## src/rtl/mem_access_ctrl.sv

```systemverilog
// Front-end for the eight-byte memory array: clears every location after reset,
// then runs each accepted command through setup/strobe/hold phases and returns read data.
module mem_access_ctrl #(
  parameter int         SETUP_CYCLES  = 1,
  parameter int         STROBE_CYCLES = 1,
  parameter logic [7:0] INIT_VALUE    = 8'h00
) (
  input  logic       clk,
  input  logic       rst,
  input  logic       cmd_valid,
  output logic       cmd_ready,
  input  logic       cmd_rw,
  input  logic [2:0] cmd_addr,
  input  logic [7:0] cmd_wdata,
  output logic       rsp_valid,
  input  logic       rsp_ready,
  output logic [7:0] rsp_rdata,
  output logic [2:0] rsp_addr,
  output logic       init_done,
  output logic [7:0] mem_i,
  output logic [2:0] mem_adr,
  output logic       mem_rw,
  output logic       mem_i_valid,
  input  logic [7:0] mem_o
);
  localparam int MAX_CYCLES = (SETUP_CYCLES > STROBE_CYCLES) ? SETUP_CYCLES : STROBE_CYCLES;
  localparam int CW = (MAX_CYCLES > 1) ? $clog2(MAX_CYCLES) : 1;
  localparam logic [CW-1:0] SETUP_LAST  = CW'(SETUP_CYCLES - 1);
  localparam logic [CW-1:0] STROBE_LAST = CW'(STROBE_CYCLES - 1);

  typedef enum logic [3:0] {
    INIT_SETUP, INIT_STROBE, INIT_HOLD, IDLE, SETUP, STROBE, HOLD, CAPTURE, RESP
  } state_e;

  state_e          state_q, state_d;
  logic [CW-1:0]   cnt_q, cnt_d;
  logic [2:0]      init_adr_q, init_adr_d;
  logic            cmd_ready_q, cmd_ready_d;
  logic            rsp_valid_q, rsp_valid_d;
  logic [7:0]      rsp_rdata_q, rsp_rdata_d;
  logic [2:0]      rsp_addr_q, rsp_addr_d;
  logic            init_done_q, init_done_d;
  logic [7:0]      mem_i_q, mem_i_d;
  logic [2:0]      mem_adr_q, mem_adr_d;
  logic            mem_rw_q, mem_rw_d;
  logic            mem_i_valid_q, mem_i_valid_d;

  // Handshakes: a transfer happens on a rising edge where valid and ready are both
  // high; the source holds valid and its payload stable until that edge.
  // Every output is a flop, so each *_d value is what the pin shows in the next state.
  always_comb begin
    state_d       = state_q;
    cnt_d         = '0;
    init_adr_d    = init_adr_q;
    cmd_ready_d   = cmd_ready_q;
    rsp_valid_d   = rsp_valid_q;
    rsp_rdata_d   = rsp_rdata_q;
    rsp_addr_d    = rsp_addr_q;
    init_done_d   = init_done_q;
    mem_i_d       = mem_i_q;
    mem_adr_d     = mem_adr_q;
    mem_rw_d      = mem_rw_q;
    mem_i_valid_d = mem_i_valid_q;
    unique case (state_q)
      INIT_SETUP: begin
        mem_adr_d = init_adr_q;
        mem_i_d   = INIT_VALUE;
        mem_rw_d  = 1'b1;
        if (cnt_q == SETUP_LAST) begin
          state_d       = INIT_STROBE;
          mem_i_valid_d = 1'b1;
        end else begin
          cnt_d = cnt_q + CW'(1);
        end
      end
      INIT_STROBE: begin
        if (cnt_q == STROBE_LAST) begin
          state_d       = INIT_HOLD;
          mem_i_valid_d = 1'b0;
        end else begin
          cnt_d = cnt_q + CW'(1);
        end
      end
      INIT_HOLD: begin
        // Stops at the last address instead of wrapping into a second pass.
        if (init_adr_q == 3'd7) begin
          state_d     = IDLE;
          init_done_d = 1'b1;
          cmd_ready_d = 1'b1;
        end else begin
          state_d    = INIT_SETUP;
          init_adr_d = init_adr_q + 3'd1;
          mem_adr_d  = init_adr_q + 3'd1;
        end
      end
      IDLE: begin
        if (cmd_valid && cmd_ready_q) begin
          state_d     = SETUP;
          cmd_ready_d = 1'b0;
          mem_rw_d    = cmd_rw;
          mem_adr_d   = cmd_addr;
          mem_i_d     = cmd_rw ? cmd_wdata : 8'h00;
        end
      end
      SETUP: begin
        if (cnt_q == SETUP_LAST) begin
          state_d       = STROBE;
          mem_i_valid_d = 1'b1;
        end else begin
          cnt_d = cnt_q + CW'(1);
        end
      end
      STROBE: begin
        if (cnt_q == STROBE_LAST) begin
          mem_i_valid_d = 1'b0;
          if (mem_rw_q) begin
            state_d = HOLD;
          end else begin
            state_d     = CAPTURE;
            rsp_rdata_d = mem_o;
            rsp_addr_d  = mem_adr_q;
          end
        end else begin
          cnt_d = cnt_q + CW'(1);
        end
      end
      HOLD: begin
        state_d     = IDLE;
        cmd_ready_d = 1'b1;
      end
      CAPTURE: begin
        state_d     = RESP;
        rsp_valid_d = 1'b1;
      end
      RESP: begin
        if (rsp_ready) begin
          state_d     = IDLE;
          rsp_valid_d = 1'b0;
          cmd_ready_d = 1'b1;
        end
      end
      default: state_d = INIT_SETUP;
    endcase
  end

  always_ff @(posedge clk) begin
    if (rst) begin
      state_q       <= INIT_SETUP;
      cnt_q         <= '0;
      init_adr_q    <= 3'd0;
      cmd_ready_q   <= 1'b0;
      rsp_valid_q   <= 1'b0;
      rsp_rdata_q   <= 8'h00;
      rsp_addr_q    <= 3'd0;
      init_done_q   <= 1'b0;
      mem_i_q       <= 8'h00;
      mem_adr_q     <= 3'd0;
      mem_rw_q      <= 1'b0;
      mem_i_valid_q <= 1'b0;
    end else begin
      state_q       <= state_d;
      cnt_q         <= cnt_d;
      init_adr_q    <= init_adr_d;
      cmd_ready_q   <= cmd_ready_d;
      rsp_valid_q   <= rsp_valid_d;
      rsp_rdata_q   <= rsp_rdata_d;
      rsp_addr_q    <= rsp_addr_d;
      init_done_q   <= init_done_d;
      mem_i_q       <= mem_i_d;
      mem_adr_q     <= mem_adr_d;
      mem_rw_q      <= mem_rw_d;
      mem_i_valid_q <= mem_i_valid_d;
    end
  end

  assign cmd_ready   = cmd_ready_q;
  assign rsp_valid   = rsp_valid_q;
  assign rsp_rdata   = rsp_rdata_q;
  assign rsp_addr    = rsp_addr_q;
  assign init_done   = init_done_q;
  assign mem_i       = mem_i_q;
  assign mem_adr     = mem_adr_q;
  assign mem_rw      = mem_rw_q;
  assign mem_i_valid = mem_i_valid_q;
endmodule

```

## config.mk

```make
export PLATFORM = sky130hd
export DESIGN_NAME = mem_access_ctrl
export DESIGN_NICKNAME = d
export VERILOG_FILES = /design/src/rtl/mem_access_ctrl.sv
export SDC_FILE = /design/constraint.sdc
export NUM_CORES = 1
export LEC_CHECK = 0
export CORE_ASPECT_RATIO = 0.8
export CORE_MARGIN = 5
export CORE_UTILIZATION = 42
export DETAILED_ROUTE_END_ITERATION = 6
export DONT_BUFFER_PORTS = 1
export SYNTH_ARGS = -nofsm -noshare
export SYNTH_HDL_FRONTEND = slang
export SYNTH_SLANG_ARGS = --single-unit
```

## constraint.sdc

```tcl
create_clock -name clk -period 2.55 [get_ports clk]
set_input_delay 0.255 -clock clk [delete_from_list [all_inputs] [get_ports clk]]
set_output_delay 0.255 -clock clk [all_outputs]
set_load 0.02 [all_outputs]
```

# ---- Word level (Yosys, flattened, before mapping)
# Cells that the tools add are included.
dict set report classes {
  bitwise 4
  addsub 2
  multipliers 0
  n_reduce_logical 20
  mux 26
  magnitude_cmp 0
  div_mod_pow 0
  n_eq_ne 19
  n_shift 0
}
# cell n
set op_table {}
lappend op_table {{4-bit one-hot mux with 9 select lines} 1}
lappend op_table {{4-bit 2-to-1 mux} 6}
lappend op_table {{2-bit != test (second input constant)} 10}
lappend op_table {{4-bit by 3-bit == test with 1-bit output (second input constant)} 4}
lappend op_table {{8-bit 2-to-1 mux} 2}
lappend op_table {{8-bit one-hot mux with 2 select lines} 1}
lappend op_table {{3-bit one-hot mux with 3 select lines} 1}
lappend op_table {{3-bit AND reduction} 3}
lappend op_table {{4-bit by 2-bit == test with 1-bit output (second input constant)} 2}
lappend op_table {{1-bit 2-to-1 mux} 8}
lappend op_table {{2-bit AND reduction} 4}
lappend op_table {{3-bit 2-to-1 mux} 2}
lappend op_table {{1-bit one-hot mux with 2 select lines} 3}
lappend op_table {{6-bit AND reduction} 1}
lappend op_table {{2-bit nonzero test} 3}
lappend op_table {{4-bit by 1-bit == test with 1-bit output (second input constant)} 1}
lappend op_table {{4-bit == test (second input constant)} 1}
lappend op_table {{4-bit zero test} 1}
lappend op_table {{1-bit inverter} 4}
lappend op_table {{1-bit one-hot mux with 4 select lines} 1}
lappend op_table {{4-bit AND reduction} 1}
lappend op_table {{4-bit nonzero test} 1}
lappend op_table {{2-bit OR reduction} 2}
lappend op_table {{4-bit OR reduction} 1}
lappend op_table {{other kinds (7)} 7}
dict set report word_totals {
  romBits 0
  output_inout_bits 27
  input_bits 24
  ram_bits 0
  word_cells 83
  regBits 35
  latch_bits 0
  n_memories 0
}

# ---- Logic depth before layout (Yosys ltp)
dict set report depth {
  ltp_word 4
  mapped_depth 6
  mapped_depth_nobuf 6
}

# ---- Least setup slack after synthesis
# Ideal clock, no wire load.
dict set report synth_path {
  path_kind {register to register}
  from {register init_adr_q[0]}
  to {register cmd_ready_q (netlist: cmd_ready)}
  synth_period_minus_slack_ns 1.535
  setup_slack_ns 1.015
  path_stages_with_launch 7
  required_time_ns 2.444
  setup_ns 0.106
  arrival_ns 1.429
  n_path_buf 0
  path_cell_list {dfxtp_1 ha_1 ha_1 or2_2 a211oi_1 mux2i_1 o311ai_0}
}
dict set report synth_via {
  elab_chain_cells 3
}
# element line_no
set synth_lines {}
lappend synth_lines {{start, declared} 37} ;# logic [2:0] init_adr_q, init_adr_d;
lappend synth_lines {{start signal, assigned} 163} ;# init_adr_q <= init_adr_d;
lappend synth_lines {{3-bit == test} 86} ;# if (init_adr_q == 3'd7) begin
lappend synth_lines {{2-bit != test (no source line)} -}
lappend synth_lines {{4-bit AND reduction (no source line)} -}
lappend synth_lines {{end signal, assigned} 164} ;# cmd_ready_q <= cmd_ready_d;
lappend synth_lines {{end, declared} 38} ;# logic cmd_ready_q, cmd_ready_d;
# No other way between the ends.
# A chain may end at the register's enable or synchronous reset.

# ---- Worst setup path after layout
dict set report layout_path {
  from {register state_q[1]}
  to {register rsp_addr_q[0] (netlist: rsp_addr[0])}
}
dict set report layout_via {
  elab_chain_cells 2
}
# element line_no
set layout_lines {}
lappend layout_lines {{start, declared} 35} ;# state_e state_q, state_d;
lappend layout_lines {{start signal, assigned} 161} ;# state_q <= state_d;
lappend layout_lines {{4-bit by 3-bit == test with 1-bit output} 64} ;# unique case (state_q)
lappend layout_lines {{3-bit AND reduction (no source line)} -}
lappend layout_lines {{end signal, assigned} 167} ;# rsp_addr_q <= rsp_addr_d;
lappend layout_lines {{end, declared} 41} ;# logic [2:0] rsp_addr_q, rsp_addr_d;
# No other way between the ends.

==> flow_summary.json <==
{
  "hp-start": "rst",
  "root_buffer": "clkbuf_8",
  "antenna_found_initial": 0,
  "core_area_um2": 3830,
  "grt.busiest_layer": "met2",
  "vias": 1306,
  "path_clk_slew_ns": 0.07,
  "synth_common_cells": "dfxtp_1 (35), nor2_1 (26), mux2i_1 (16)",
  "grt_pass1_vias": 1193,
  "synth_nets": 208,
  "syn_inst": 182,
  "cts_tree": "yes",
  "drcViolationCount": 0,
  "yosysWarnings": 0,
  "critPathLaunchType": "register",
  "r2r_start": "state_q[1]",
  "yosysSeqAreaShare_pct": 41.7,
  "synth_edf_count": 0,
  "fin_nets": 204,
  "worst_slew_pin_slew_ns": 0.692,
  "grt.total_usage_pct": 14.1,
  "first_pass_iters": 4,
  "dieArea_um2": 5380,
  "design_area_um2": 1780,
  "crit_buf_inv": 0,
  "syn_to_final_growth_pct": 6.10,
  "hold-worst-slack_ns": 0.0383,
  "drive_above_1_share_pct": 9.50,
  "min_path_type": "in -> reg",
  "clkSinkCount": 35,
  "yosysTopAreaCellShare_pct": 41.7,
  "cts_buffer_depth": 2,
  "fmax_mhz": 503,
  "critPathTopFamily": "simple AND/OR/NAND/NOR gates",
  "slew_headroom_pct": 53.7,
  "setup_violations": 0,
  "fin_cells": 234,
  "finalClockSkew_ns": 0.00519,
  "gp_congestion": 0.805,
  "status": "finished clean",
  "cts-htree-levels": 2,
  "hold_viol_final": 0,
  "grt_first_pass_wirelength_mm": 5.79,
  "hold_depth": 1,
  "wirelength_mm": 3.61,
  "dp_hpwl_mm": 2.66,
  "slew_viol_final": 0,
  "synth_most_common_cell": "dfxtp_1",
  "reg2regPathDepth": 4,
  "worstHoldEndpoint": "mem_adr[2]",
  "synth_area_um2": 1680,
  "ys_top_cells_by_area": "dfxtp_1 (42%), mux2i_1 (9.5%), nor2_1 (5.8%), nand2b_1 (3.7%), o21ai_0 (3.6%)",
  "setup_tns_ns": 0,
  "initial_core_util_pct": 43.9,
  "p_leak_nw": 0.573,
  "die_height_um": 66.6,
  "pin_count": 51,
  "use_met2_pct": 22.3,
  "max_cap_viol_count": 0,
  "period_share_pct": 78.0,
  "gr-usage-met3_pct": 6.35,
  "cts_hold_buf": 0,
  "post_dp_cell_area_um2": 1680,
  "arrival_ns": 2.17,
  "num_antenna_cells": 0,
  "post_cts_buffers": 0,
  "cts_buffers": 5,
  "grt_setup_unrepaired": "no",
  "period_needed_ns": 1.99,
  "postRouteAntennaNets": 0,
  "ir_drop_mv": 0.225,
  "placed_cells": 226,
  "path_class": "reg -> reg",
  "ys_seq_elements": 35,
  "critPathRequiredTime_ns": 2.73,
  "power_mw": 1.13,
  "async_flop_share_pct": 0,
  "worstPathMaxFanout": 18,
  "worstSetupEndpointType": "register",
  "overflow": 0,
  "synthDistinctLibCells": 44,
  "crit_chain": "or3_4, nor3_4, mux2i_1, nor2_1",
  "met1_usage_pct": 16.5,
  "r2r-end": "rsp_addr[0]",
  "ctsResizeCount": 0,
  "drt_iter0_drc": 59,
  "die_width_um": 80.7,
  "viasPerCell": 5.58,
  "clkLatencyLatePin_ns": 0.28,
  "slowest_delay_ns": 0.60,
  "crit_slowest_cell": "nor3_4",
  "rrSetupSlack_ns": 0.56,
  "grt_start_max_net_pins": 38,
  "synth_ff_type": "dfxtp_1",
  "powerDensity_nw_per_um2": 633,
  "wl_per_cell_um": 15.4,
  "num_rows": 20,
  "portBuffers": 0,
  "post_synth.cell_area_avg_um2": 9.24,
  "yosysTopAreaCell": "dfxtp_1"
}
metrics by stage:
stage | util (%) | setup slack, ns
floorplan | - | 1.01
CTS | 46.6 | 0.546
detailed placement | 44.0 | 0.568
global placement | 44.0 | 0.635
finish | 46.6 | 0.561
global route | 46.6 | 0.410
registers in the layout, indices dropped and copies added, names as in the netlist, 3 cells and up:
name,flops
init_adr_q,3
rsp_addr,3
mem_i,8
state_q,4
mem_adr,3
rsp_rdata,8
metal layers:
layer / part of all wire (%) / wire [um]
met3: 10 / 366
met4: 1.7 / 60
met5: 0 / 0
met2: 46 / 1660
met1: 42 / 1530
final cells by class:
| type | instances | area [um^2] |
|---|---|---|
| multi-input cells | 134 | 903 |
| clock buffers | 8 | 100 |
| flip-flops and latches | 35 | 701 |
| repair buffers | 1 | 7.51 |
| fillers | 392 | 2040 |
| well taps | 55 | 68.8 |
| inverters | 1 | 3.75 |
worst max path at each step:
stage                        from     endpoint  slack, ns  cells after the start
finish                 state_q[1]  rsp_addr[0]       0.56                      4
global route           state_q[2]  rsp_addr[1]       0.41                      4
CTS                    state_q[1]  rsp_addr[0]       0.55                      4
detailed placement     state_q[1]  rsp_addr[0]       0.57                      4
global placement       state_q[1]  rsp_addr[0]       0.64                      4
floorplan           init_adr_q[0]    cmd_ready       1.01                      6
report_power, final:
group	switching [mW]	internal [mW]
Combinational	0.0510	0.0464
Clock	0.190	0.246
Sequential	0.0353	0.561
cells in the final DEF (no fill, tap or decap), types with 2 or more instances in the layout:
master,n
nor2_1,26
nand3_1,10
a311oi_1,2
clkbuf_8,7
nor2b_1,4
nor3_1,5
nand4bb_1,2
ha_1,2
nand3b_1,2
a21oi_1,8
o21ai_0,12
a31oi_1,3
mux2i_1,16
o2111ai_1,2
dfxtp_1,35
nand2_1,7
nand2b_1,10
cell families after synthesis:
family	after synthesis	share of synthesized area (%)
DFF	35	41.7
muxes	17	10.2
and+or+nand+nor	78	27.5
xor gates and xnor gates	1	0.521
other	1	0.223
buffers and inverters	13	4.61
AOI/OAI and AO/OA	35	13.8
adders and majority gates	2	1.49
(Power assumes the default switching activity.)
